<file path="config.mk">
export PLATFORM = sky130hd
export DESIGN_NAME = dm_bus_ctrl_flat
export DESIGN_NICKNAME = d
export VERILOG_FILES = /design/src/rtl/dm_bus_if.sv /design/src/rtl/dm_bus_ctrl.sv /design/src/flat_wrapper.sv
export SDC_FILE = /design/constraint.sdc
export NUM_CORES = 1
export LEC_CHECK = 0
export BUFFER_PORTS_ARGS = -buffer_cell sky130_fd_sc_hd__buf_2
export CORE_ASPECT_RATIO = 1.2
export CORE_MARGIN = 2
export CORE_UTILIZATION = 40
export DETAILED_ROUTE_END_ITERATION = 10
export PLACE_DENSITY = 0.73
export SYNTH_ARGS = -nofsm -noshare
export SYNTH_HDL_FRONTEND = slang
export SYNTH_SLANG_ARGS = --single-unit
</file>
<file path="constraint.sdc">
create_clock -name clk -period 2.4 [get_ports clk]
set_clock_uncertainty 0.15 [all_clocks]
set_input_delay 0.12 -clock clk [delete_from_list [all_inputs] [get_ports clk]]
set_output_delay 0.12 -clock clk [all_outputs]
set_load 0.03 [all_outputs]
</file>
<file path="src/rtl/dm_bus_if.sv">
// rtl/dm_bus_if.sv - shared memory bus signals between dm_bus_ctrl and the memory side
//
// Purpose: groups the req/gnt/rvalid memory bus into one bundle.
// Signals:
//   bus_req    master->slave  request, held until bus_gnt
//   bus_we     master->slave  1 = write
//   bus_addr   master->slave  word-aligned byte address
//   bus_wstrb  master->slave  byte enables (zero for reads)
//   bus_wdata  master->slave  lane-replicated store data
//   bus_gnt    slave->master  request accepted (write complete)
//   bus_rvalid slave->master  read data valid
//   bus_rdata  slave->master  read data
`timescale 1ns/1ps
interface dm_bus_if;
  logic        bus_req;
  logic        bus_we;
  logic [31:0] bus_addr;
  logic [3:0]  bus_wstrb;
  logic [31:0] bus_wdata;
  logic        bus_gnt;
  logic        bus_rvalid;
  logic [31:0] bus_rdata;

  modport master (
    output bus_req, bus_we, bus_addr, bus_wstrb, bus_wdata,
    input  bus_gnt, bus_rvalid, bus_rdata
  );

  modport slave (
    input  bus_req, bus_we, bus_addr, bus_wstrb, bus_wdata,
    output bus_gnt, bus_rvalid, bus_rdata
  );
endinterface

</file>
<file path="src/rtl/dm_bus_ctrl.sv">
// rtl/dm_bus_ctrl.sv - data-memory load/store sequencer onto a req/gnt/rvalid bus
//
// Purpose: takes one load or store per instruction from the core, stalls the
// PC until the bus access completes, aligns and extends load data, builds
// store byte strobes, and flags misaligned/illegal accesses and bus timeouts.
// Ports:
//   clk, rst_n        clock (rising edge), asynchronous active-low reset
//   mem_rd, mem_wr    core load/store request (store wins if both are high)
//   dm_ctrl[2:0]      width code: 000 b, 001 h, 010 w, 100 bu, 101 hu
//   addr, wdata       byte address and store data
//   rdata             extended load data, updated in DONE (zero in ERR)
//   stall             holds the PC while an access is in flight
//   err, err_cause    one-cycle abort pulse; cause 0 = misaligned/illegal, 1 = timeout
//   bus               dm_bus_if master side
`timescale 1ns/1ps
module dm_bus_ctrl #(
  parameter int TIMEOUT_CYCLES = 255
) (
  input  logic        clk,
  input  logic        rst_n,
  input  logic        mem_rd,
  input  logic        mem_wr,
  input  logic [2:0]  dm_ctrl,
  input  logic [31:0] addr,
  input  logic [31:0] wdata,
  output logic [31:0] rdata,
  output logic        stall,
  output logic        err,
  output logic        err_cause,
  dm_bus_if.master    bus
);

  localparam int CW = $clog2(TIMEOUT_CYCLES + 1);
  localparam logic [CW-1:0] TMO_LAST = CW'(TIMEOUT_CYCLES - 1);

  typedef enum logic [2:0] {
    S_IDLE,
    S_REQ,
    S_WAIT_R,
    S_DONE,
    S_ERR
  } state_t;

  state_t state, state_nx;

  logic [CW-1:0] tmo_cnt;
  logic [2:0]    ctrl_q;
  logic [1:0]    lo_q;
  logic          we_q;
  logic [31:0]   addr_q;
  logic [3:0]    wstrb_q;
  logic [31:0]   wdata_q;

  logic          acc_req;
  logic          ctrl_legal;
  logic          misalign;
  logic          bad_acc;
  logic          tmo_hit;
  logic          rd_cap;
  logic [3:0]    strb_nx;
  logic [31:0]   lane_nx;

  // Byte/half selection by the latched low address bits, then extension.
  function automatic logic [31:0] ext_load(input logic [2:0] c,
                                           input logic [1:0] lo,
                                           input logic [31:0] d);
    logic [7:0]  b;
    logic [15:0] h;
    case (lo)
      2'd0:    b = d[7:0];
      2'd1:    b = d[15:8];
      2'd2:    b = d[23:16];
      default: b = d[31:24];
    endcase
    h = lo[1] ? d[31:16] : d[15:0];
    case (c)
      3'b000:  ext_load = {{24{b[7]}}, b};
      3'b100:  ext_load = {24'd0, b};
      3'b001:  ext_load = {{16{h[15]}}, h};
      3'b101:  ext_load = {16'd0, h};
      default: ext_load = d;
    endcase
  endfunction

  assign acc_req    = mem_rd | mem_wr;
  assign ctrl_legal = (dm_ctrl == 3'b000) || (dm_ctrl == 3'b001) || (dm_ctrl == 3'b010) ||
                      (dm_ctrl == 3'b100) || (dm_ctrl == 3'b101);
  assign misalign   = ((dm_ctrl[1:0] == 2'b01) && addr[0]) ||
                      ((dm_ctrl == 3'b010) && (addr[1:0] != 2'b00));
  assign bad_acc    = !ctrl_legal || misalign;
  assign tmo_hit    = (tmo_cnt == TMO_LAST);

  // Store lane steering; dm_ctrl[2] (unsigned) has no meaning for stores.
  always_comb begin
    strb_nx = 4'b1111;
    lane_nx = wdata;
    case (dm_ctrl[1:0])
      2'b00: begin
        strb_nx = 4'b0001 << addr[1:0];
        lane_nx = {4{wdata[7:0]}};
      end
      2'b01: begin
        strb_nx = 4'b0011 << {addr[1], 1'b0};
        lane_nx = {2{wdata[15:0]}};
      end
      default: begin
        strb_nx = 4'b1111;
        lane_nx = wdata;
      end
    endcase
  end

  always_ff @(posedge clk or negedge rst_n) begin
    if (!rst_n) begin
      state <= S_IDLE;
    end else begin
      state <= state_nx;
    end
  end

  // Completion is checked before the timeout so a late gnt/rvalid still wins.
  always_comb begin
    state_nx = state;
    rd_cap   = 1'b0;
    stall    = 1'b0;
    err      = 1'b0;
    case (state)
      S_IDLE: begin
        // Gated with rst_n so the PC is released the moment reset asserts.
        stall = acc_req & rst_n;
        if (acc_req) begin
          state_nx = bad_acc ? S_ERR : S_REQ;
        end
      end
      S_REQ: begin
        stall = 1'b1;
        if (bus.bus_gnt) begin
          if (we_q) begin
            state_nx = S_DONE;
          end else if (bus.bus_rvalid) begin
            rd_cap   = 1'b1;
            state_nx = S_DONE;
          end else begin
            state_nx = S_WAIT_R;
          end
        end else if (tmo_hit) begin
          state_nx = S_ERR;
        end
      end
      S_WAIT_R: begin
        stall = 1'b1;
        if (bus.bus_rvalid) begin
          rd_cap   = 1'b1;
          state_nx = S_DONE;
        end else if (tmo_hit) begin
          state_nx = S_ERR;
        end
      end
      S_DONE: begin
        state_nx = S_IDLE;
      end
      S_ERR: begin
        err      = 1'b1;
        state_nx = S_IDLE;
      end
      default: begin
        state_nx = S_IDLE;
      end
    endcase
  end

  always_ff @(posedge clk or negedge rst_n) begin
    if (!rst_n) begin
      tmo_cnt   <= '0;
      ctrl_q    <= 3'd0;
      lo_q      <= 2'd0;
      we_q      <= 1'b0;
      addr_q    <= 32'd0;
      wstrb_q   <= 4'd0;
      wdata_q   <= 32'd0;
      rdata     <= 32'd0;
      err_cause <= 1'b0;
    end else begin
      if ((state == S_IDLE) && (state_nx == S_REQ)) begin
        tmo_cnt <= '0;
        ctrl_q  <= dm_ctrl;
        lo_q    <= addr[1:0];
        we_q    <= mem_wr;
        addr_q  <= {addr[31:2], 2'b00};
        wstrb_q <= mem_wr ? strb_nx : 4'd0;
        wdata_q <= lane_nx;
      end else if ((state == S_REQ) || (state == S_WAIT_R)) begin
        tmo_cnt <= tmo_cnt + 1'b1;
      end
      if (rd_cap) begin
        rdata <= ext_load(ctrl_q, lo_q, bus.bus_rdata);
      end
      // Only IDLE can abort for a bad access; REQ/WAIT_R abort on timeout.
      if (state_nx == S_ERR) begin
        rdata     <= 32'd0;
        err_cause <= (state != S_IDLE);
      end
    end
  end

  assign bus.bus_req   = (state == S_REQ);
  assign bus.bus_we    = we_q;
  assign bus.bus_addr  = addr_q;
  assign bus.bus_wstrb = wstrb_q;
  assign bus.bus_wdata = wdata_q;

endmodule
</file>
<file path="src/flat_wrapper.sv">
// flat-port wrapper written by rule: the top's interface ports become plain ports
module dm_bus_ctrl_flat 
#(
  parameter int TIMEOUT_CYCLES = 255
)
  (clk, rst_n, mem_rd, mem_wr, dm_ctrl, addr, wdata, rdata, stall, err, err_cause, bus_bus_req, bus_bus_we, bus_bus_addr, bus_bus_wstrb, bus_bus_wdata, bus_bus_gnt, bus_bus_rvalid, bus_bus_rdata);
  dm_bus_if bus_i ();
  input  logic clk;
  input  logic rst_n;
  input  logic mem_rd;
  input  logic mem_wr;
  input  logic [2:0] dm_ctrl;
  input  logic [31:0] addr;
  input  logic [31:0] wdata;
  output logic [31:0] rdata;
  output logic stall;
  output logic err;
  output logic err_cause;
  output wire logic [$bits(bus_i.bus_req)-1:0] bus_bus_req;
  output wire logic [$bits(bus_i.bus_we)-1:0] bus_bus_we;
  output wire logic [$bits(bus_i.bus_addr)-1:0] bus_bus_addr;
  output wire logic [$bits(bus_i.bus_wstrb)-1:0] bus_bus_wstrb;
  output wire logic [$bits(bus_i.bus_wdata)-1:0] bus_bus_wdata;
  input wire logic [$bits(bus_i.bus_gnt)-1:0] bus_bus_gnt;
  input wire logic [$bits(bus_i.bus_rvalid)-1:0] bus_bus_rvalid;
  input wire logic [$bits(bus_i.bus_rdata)-1:0] bus_bus_rdata;
  assign bus_bus_req = bus_i.bus_req;
  assign bus_bus_we = bus_i.bus_we;
  assign bus_bus_addr = bus_i.bus_addr;
  assign bus_bus_wstrb = bus_i.bus_wstrb;
  assign bus_bus_wdata = bus_i.bus_wdata;
  assign bus_i.bus_gnt = bus_bus_gnt;
  assign bus_i.bus_rvalid = bus_bus_rvalid;
  assign bus_i.bus_rdata = bus_bus_rdata;
  dm_bus_ctrl #(.TIMEOUT_CYCLES(TIMEOUT_CYCLES)) u_core (.clk(clk), .rst_n(rst_n), .mem_rd(mem_rd), .mem_wr(mem_wr), .dm_ctrl(dm_ctrl), .addr(addr), .wdata(wdata), .rdata(rdata), .stall(stall), .err(err), .err_cause(err_cause), .bus(bus_i));
endmodule
</file>
==> parameters.txt, run 1 <==
Parameter                              Value

Status
  Result of the run    completed

Timing
  Total count of max-transition violations in the final report    0
  Worst-case setup margin in the final layout    approximately 0.16 ns
  Setup TNS    0 ns
  Max frequency    447 MHz
  Transition time at the pin with the least slew margin    ~0.63 ns
  Total of endpoints with negative setup slack in the final report    0
  Setup repair after global routing missed its margin    false
  Final period demand of the worst path    between 2 and 2.5 ns
  Portion of the clock cycle consumed by the worst path in the final layout    0.932
  Final Hold Violating Endpoints    0
  Headroom to the max-slew limit    0.579

Logic synthesis
  Mean cell area of the mapped netlist    between 10 and 15 um^2
  Sequential fraction of the synthesis area    0.496
  Share of async-settable or async-resettable flops after synthesis    1.00
  Most instantiated flip-flop cell in the synthesis netlist    sky130_fd_sc_hd__dfrtp_1
  Count of yosys warnings during synthesis    0
  Synth Instances    slightly below 600
  Netlist Area Pre-Place    about 0.0059 mm^2
  Yosys reg bits    116
  Number of distinct standard cells referenced by the synthesized netlist    50
  Number of flops mapped to enable cells by yosys    0

Finish
  Area growth from synthesis to final layout    49.4%
  Share of layout cells above drive strength 1    0.304
  Final cell area excluding filler cells    0.00874 mm^2
  Final-stage net count    ~990
  Count of antenna diodes in the layout    0

Critical path
  Arrival time at the worst endpoint    around 2.0 ns
  Cells on worst reg2reg path    4
  Nature of the critical path startpoint    register
  Crit Path Max Fanout    7
  Path type of the worst setup path    register to output pin
  Capturing element type of the critical path    output pin
  Data required time at the worst endpoint    approximately 2.1 ns

Power
  Standby leakage power    between 4 and 5 nW
  Power density over cell area    1380 mW/mm^2
  Worst supply voltage drop on vdd    between 800 and 900 uV

Run
  Number of max-cap violations    0

Floorplan
  Standard-cell row count    between 40 and 50
  Starting density of the core    0.408
  Overall die width    114 um
  Total I/O pin count    210
  Y dimension of the die    approximately 140 um
  Core Box Area    approximately 0.014 mm^2
  Total die area    roughly 0.016 mm^2

CTS
  Number of sinks on the clock net    116
  Longest Clk Path Bufs    2
  Total CTS buffers    17
  Worst skew pair latency    0.42 ns
  Level count of the clock H-tree    4
  Clock slew seen by the registers of the worst setup and hold paths    0.06 ns
  Cell chosen for the clock root    sky130_fd_sc_hd__clkbuf_16
  Clock tree from TritonCTS    yes
  Post-CTS setup-driven buffer insertion count    0

Placed design
  Placed cell areas    approximately 0.0071 mm^2
  Placer's final routability congestion estimate    about 0.85
  Number of buffers added on ports    207
  Final HPWL from detailed placement    approximately 12 mm
  Placement Setup Slack    0.347 ns

Hold path
  Number of cells on the worst hold path    5
  Worst Hold Class    input pin to register

Drt
  Initial DRT Pass Iterations    7
  Routed wire length    about 19 mm
  Number of remaining DRC errors    0
  WL/cell    between 15 and 20 um
  Vias per cell    5.35
  Final antenna-violating net count    0
  Initial drt markers    about 550
  Vias    5,737

GRT
  Initial antenna violation count    0
  Largest net degree at the start of global routing    ~120
  Vias in the first global route    roughly 5,700
  Aggregate global routing overflow    0
  GRT Resource Usage Total    0.248
  Global-route wire length before repair    between 20 and 30 mm
registers in the layout, summed over array words and instances (netlist names):
signal and cells:
u_core.tmo_cnt 8, u_core.err_cause 1, u_core.bus.bus_addr 30, u_core.state 3, u_core.bus.bus_we 1, u_core.ctrl_q 3, u_core.bus.bus_wdata 32, u_core.lo_q 2
u_core.rdata 32, u_core.bus.bus_wstrb 4
logic make-up after synthesis:
| logic type | count (synthesis) | share of synthesized area |
|---|---|---|
| AOI/OAI and AO/OA | 134 | 0.145 |
| xor gates and xnor gates | 7 | 0.0105 |
| adders and majority gates | 2 | 0.00428 |
| buffers and inverters | 52 | 0.0381 |
| DFF | 116 | 0.496 |
| muxes | 84 | 0.154 |
| other | 1 | 0.000641 |
| and+or+nand+nor | 189 | 0.151 |
routing by layer:
layer | wire, um | GRT usage | part of all wire | vias up
met4 | 598 | 0.123 | 0.032 | 0
li1 | - | - | - | 2693
met2 | 9530 | 0.417 | 0.50 | 256
met5 | 0 | 0 | 0 | -
met3 | 1330 | 0.0669 | 0.071 | 40
met1 | 7410 | 0.290 | 0.39 | 2748
power breakdown:
part	total [W]	internal, W	switching [W]	leakage, nW
sequential	0.00349	0.00288	0.000607	1.46
clock	0.00273	0.00175	0.000977	0.302
combinational	0.00584	0.00196	0.00388	2.40
Yosys cell counts (10+ instances only):
cell type	instances	area, um^2
sky130_fd_sc_hd__a21oi_1	31	155
sky130_fd_sc_hd__buf_2	16	80.1
sky130_fd_sc_hd__clkbuf_1	23	86.3
sky130_fd_sc_hd__dfrtp_1	116	2900
sky130_fd_sc_hd__mux2_1	43	484
sky130_fd_sc_hd__mux2i_1	34	340
sky130_fd_sc_hd__nand2_1	90	338
sky130_fd_sc_hd__nand2b_1	12	75.1
sky130_fd_sc_hd__nor2_1	35	131
sky130_fd_sc_hd__nor4_1	10	62.6
sky130_fd_sc_hd__o211ai_1	18	135
sky130_fd_sc_hd__o21ai_0	14	70.1
sky130_fd_sc_hd__o21ai_1	36	180
worst max-delay path: stages (launching register included):
cell and delay, ns:
sky130_fd_sc_hd__dfrtp_1 0.44, sky130_fd_sc_hd__xnor2_1 0.48, sky130_fd_sc_hd__nor2_1 0.18, sky130_fd_sc_hd__a31o_2 0.27, sky130_fd_sc_hd__buf_2 0.18
area by class of cell:
class / count / area, um^2
clock inverters: 14 / 201
inverters: 6 / 22.5
well taps: 175 / 219
repair buffers: 326 / 2220
fillers: 1118 / 5620
flip-flops and latches: 116 / 2900
clock buffers: 18 / 429
multi-input cells: 418 / 2740
worst paths after layout:
path / start / endpoint / slack, ns
max in group asynchronous: rst_n / u_core.bus.bus_wstrb[2]$_DFFE_PN0P_ / 1.41
setup reg to reg: u_core.state[2]$_DFF_PN0_ / u_core.bus.bus_addr[9]$_DFFE_PN0P_ / 0.31
hold reg to reg: u_core.bus.bus_wstrb[2]$_DFFE_PN0P_ / u_core.bus.bus_wstrb[2]$_DFFE_PN0P_ / 0.33
hold / removal: bus_bus_rdata[21] / u_core.rdata[21]$_DFFE_PN0P_ / 0.02
min in group asynchronous: rst_n / u_core.rdata[16]$_DFFE_PN0P_ / 0.23
setup / recovery: u_core.state[1]$_DFF_PN0_ / stall / 0.16
cells in the final DEF (no fill, tap or decap), types with 2 or more instances in the layout:
| cell type | synthesis | routed |
|---|---|---|
| sky130_fd_sc_hd__inv_6 | 0 | 4 |
| sky130_fd_sc_hd__nor4_1 | 10 | 10 |
| sky130_fd_sc_hd__o221ai_1 | 2 | 2 |
| sky130_fd_sc_hd__o21bai_1 | 2 | 2 |
| sky130_fd_sc_hd__buf_2 | 16 | 206 |
| sky130_fd_sc_hd__or3_1 | 4 | 4 |
| sky130_fd_sc_hd__nand2_1 | 90 | 90 |
| sky130_fd_sc_hd__dlygate4sd3_1 | 0 | 100 |
| sky130_fd_sc_hd__nand3_1 | 5 | 5 |
| sky130_fd_sc_hd__a2111oi_0 | 7 | 7 |
| sky130_fd_sc_hd__o211ai_1 | 18 | 18 |
| sky130_fd_sc_hd__nor3_1 | 9 | 9 |
| sky130_fd_sc_hd__or2_2 | 4 | 4 |
| sky130_fd_sc_hd__mux2_1 | 43 | 43 |
| sky130_fd_sc_hd__clkinv_4 | 0 | 3 |
| sky130_fd_sc_hd__a2bb2oi_1 | 6 | 6 |
| sky130_fd_sc_hd__nor3b_1 | 8 | 8 |
| sky130_fd_sc_hd__inv_1 | 6 | 6 |
| sky130_fd_sc_hd__xnor2_1 | 7 | 7 |
| sky130_fd_sc_hd__buf_12 | 0 | 3 |
| sky130_fd_sc_hd__nor4b_1 | 2 | 2 |
| sky130_fd_sc_hd__mux2_2 | 7 | 7 |
| sky130_fd_sc_hd__mux2i_1 | 34 | 34 |
| sky130_fd_sc_hd__bufinv_16 | 0 | 4 |
| sky130_fd_sc_hd__nor2_1 | 35 | 35 |
| sky130_fd_sc_hd__clkbuf_16 | 0 | 17 |
| sky130_fd_sc_hd__clkinvlp_4 | 0 | 2 |
| sky130_fd_sc_hd__a211oi_1 | 2 | 2 |
| sky130_fd_sc_hd__conb_1 | 1 | 2 |
| sky130_fd_sc_hd__buf_4 | 2 | 17 |
| sky130_fd_sc_hd__dfrtp_1 | 116 | 116 |
| sky130_fd_sc_hd__o21ai_1 | 36 | 36 |
| sky130_fd_sc_hd__ha_1 | 2 | 2 |
| sky130_fd_sc_hd__nor2b_1 | 3 | 3 |
| sky130_fd_sc_hd__a21oi_1 | 31 | 30 |
| sky130_fd_sc_hd__o21ai_0 | 14 | 14 |
| sky130_fd_sc_hd__o2111ai_1 | 6 | 6 |
| sky130_fd_sc_hd__nand2b_1 | 12 | 12 |
per-stage QoR:
stage / std cells / hold WS (ns) / power [W] / util
after floorplan: 586 / -0.326 / 0.00736 / -
after global placement: 941 / 0.164 / 0.00902 / 0.495
after detailed placement: 941 / 0.167 / 0.00912 / 0.495
after CTS: 1073 / 0.00687 / 0.0120 / 0.609
after global routing: 1073 / 0.0457 / 0.0127 / 0.609
final: 1073 / 0.0158 / 0.0120 / 0.609
what timing repair did:
action	4_1_cts	5_1_grt
hold endpoints to repair	213	0
gates resized for setup	0	0
hold buffers	100	0
No activity file was read; power rests on OpenSTA's default activity.
==> run 2: changes to the inputs <==
--- a/config.mk
+++ b/config.mk
@@ -8,9 +8,9 @@
 export BUFFER_PORTS_ARGS = -buffer_cell sky130_fd_sc_hd__buf_2
 export CORE_ASPECT_RATIO = 1.2
 export CORE_MARGIN = 2
-export CORE_UTILIZATION = 40
+export CORE_UTILIZATION = 35
 export DETAILED_ROUTE_END_ITERATION = 10
-export PLACE_DENSITY = 0.73
+export PLACE_DENSITY = 0.66
 export SYNTH_ARGS = -nofsm -noshare
 export SYNTH_HDL_FRONTEND = slang
 export SYNTH_SLANG_ARGS = --single-unit
==> parameters.txt, run 2 (synthesized netlist as in run 1, its figures left out) <==
Parameter                              Value

Critical path
  Buffers & Inverters on Critical Path    1
  Cell family with the largest share of critical-path delay    buffers and inverters
  Slowest stage delay, CP    around 0.6 ns
  Cells along the critical path    and4_1 > nand4_1 > o21bai_1 > a21oi_1 > dlygate4sd3_1
  Nature of the critical path startpoint    register
  Arrival time at the worst endpoint    around 2.3 ns
  Data required time at the worst endpoint    ~2.5 ns
  Crit Path Max Fanout    5
  CP max stage cell    sky130_fd_sc_hd__dlygate4sd3_1
  Capturing element type of the critical path    register
  Path type of the worst setup path    register to register

Placed design
  Placer's final routability congestion estimate    0.826
  Placement Setup Slack    roughly 0.31 ns
  Number of buffers added on ports    207
  Final HPWL from detailed placement    roughly 12 mm
  Placed Instances    ~1,000

Finish
  Most used cells in the layout excluding fill and tap cells    206 x sky130_fd_sc_hd__buf_2, 116 x sky130_fd_sc_hd__dfrtp_1, 106 x sky130_fd_sc_hd__dlygate4sd3_1, 90 x sky130_fd_sc_hd__nand2_1, 43 x sky130_fd_sc_hd__mux2_1
  Share of layout cells above drive strength 1    0.304
  Count of antenna diodes in the layout    0
  Most common library cell in the layout ignoring fill and taps    sky130_fd_sc_hd__buf_2
  Number of cells in the finished layout apart from fillers    about 1,100
  Final-stage net count    998
  Area growth from synthesis to final layout    51.3%

Drt
  Initial drt markers    between 200 and 300
  Routed wire length    roughly 18 mm
  Vias per cell    approximately 5.1
  Vias    approximately 5,700
  Initial DRT Pass Iterations    4
  Final antenna-violating net count    0
  WL/cell    16.4 um
  Number of remaining DRC errors    0

CTS
  Clock tree from TritonCTS    yes
  Total CTS buffers    17
  Post-CTS setup-driven buffer insertion count    0
  Cell chosen for the clock root    sky130_fd_sc_hd__clkbuf_16
  Worst skew pair latency    0.41 ns
  Number of sinks on the clock net    between 100 and 150
  Level count of the clock H-tree    4
  Clock slew seen by the registers of the worst setup and hold paths    about 0.06 ns
  Longest Clk Path Bufs    2

Power
  Power density over cell area    ~1400 mW/mm^2
  Standby leakage power    approximately 4.2 nW
  Worst supply voltage drop on vdd    701 uV

Floorplan
  Starting density of the core    0.360
  Y dimension of the die    about 150 um
  Core Box Area    0.0163 mm^2
  Standard-cell row count    between 50 and 60
  Total die area    0.0178 mm^2
  Overall die width    122 um
  Total I/O pin count    210

Timing
  Max frequency    around 470 MHz
  Setup repair after global routing missed its margin    false
  Total of endpoints with negative setup slack in the final report    0
  Transition time at the pin with the least slew margin    0.660 ns
  Headroom to the max-slew limit    0.560
  Final period demand of the worst path    approximately 2.1 ns
  Hold_ws    around 0.021 ns
  Worst-case setup margin in the final layout    0.281 ns
  Total count of max-transition violations in the final report    0
  Final Hold Violating Endpoints    0
  Setup TNS    0 ns
  Portion of the clock cycle consumed by the worst path in the final layout    0.883

GRT
  Global-route wire length before repair    29.7 mm
  Aggregate global routing overflow    0
  GRT Resource Usage Total    0.211
  Largest net degree at the start of global routing    around 120
  Initial antenna violation count    0
  Vias in the first global route    ~5,900

Status
  Result of the run    completed

Hold path
  Worst Hold Class    input pin to register

Run
  Number of max-cap violations    0
-- run 2: cell types whose count changed in the layout (fill, tap and decap cells not counted) --
cell and delta:
sky130_fd_sc_hd__clkbuf_1 -1, sky130_fd_sc_hd__clkinv_2 +1, sky130_fd_sc_hd__clkinvlp_4 +1, sky130_fd_sc_hd__dlygate4sd3_1 +6, sky130_fd_sc_hd__inv_6 -1, sky130_fd_sc_hd__xnor2_1 -1, sky130_fd_sc_hd__xnor2_2 +1
-- run 2: what timing repair did --
item / 4_1_cts / 5_1_grt
hold endpoints to repair: 218 / 0
hold buffers: 106 / 0
setup endpoints to repair: 0 / 1
resized for setup: 0 / 1
-- run 2: worst paths after layout --
| check | from | to | slack, ns | depth (start not counted) |
|---|---|---|---|---|
| max | u_core.tmo_cnt[2]$_DFFE_PN0P_ | u_core.state[1]$_DFF_PN0_ | 0.28 | 5 |
| min | bus_bus_rdata[24] | u_core.rdata[24]$_DFFE_PN0P_ | 0.02 | 5 |
| max reg2reg | u_core.tmo_cnt[2]$_DFFE_PN0P_ | u_core.state[1]$_DFF_PN0_ | 0.28 | 5 |
| min reg2reg | u_core.bus.bus_wdata[25]$_DFFE_PN0P_ | u_core.bus.bus_wdata[25]$_DFFE_PN0P_ | 0.33 | 2 |
| max in group asynchronous | rst_n | u_core.bus.bus_wdata[0]$_DFFE_PN0P_ | 1.38 | 3 |
| min in group asynchronous | rst_n | u_core.rdata[24]$_DFFE_PN0P_ | 0.21 | 3 |
-- run 2: per-stage QoR --
step	power [W]	cell area, um^2	util
after detailed placement	0.00913	7150	0.440
after global routing	0.0127	8850	0.544
after floorplan	0.00736	5850	-
final	0.0120	8850	0.544
after global placement	0.00904	7150	0.440
after CTS	0.0120	8840	0.544
-- run 2: final cells by class --
type	count	area [um^2]
multi-input cells	418	2750
flip-flops and latches	116	2900
repair buffers	332	2280
fillers	1420	7420
clock inverters	15	205
inverters	6	22.5
well taps	212	265
clock buffers	17	425
-- run 2: tightest hold or removal path, delay by kind of cell --
family / cells / cell delay (ns)
buf+inv: 1 / 0.13
compound gates: 2 / 0.17
simple gates: 2 / 0.12
-- run 2: metal layers --
layer	part of all wire	vias up	GRT usage
met1	0.42	2712	0.254
met2	0.49	231	0.353
met4	0.017	0	0.0741
met5	0	-	0
met3	0.073	27	0.0682
li1	-	2698	-
-- run 2: report_power, final --
part           internal, W  switching, W
logic              0.00197       0.00386
registers          0.00288      0.000588
clock network      0.00175      0.000969
total              0.00660       0.00541
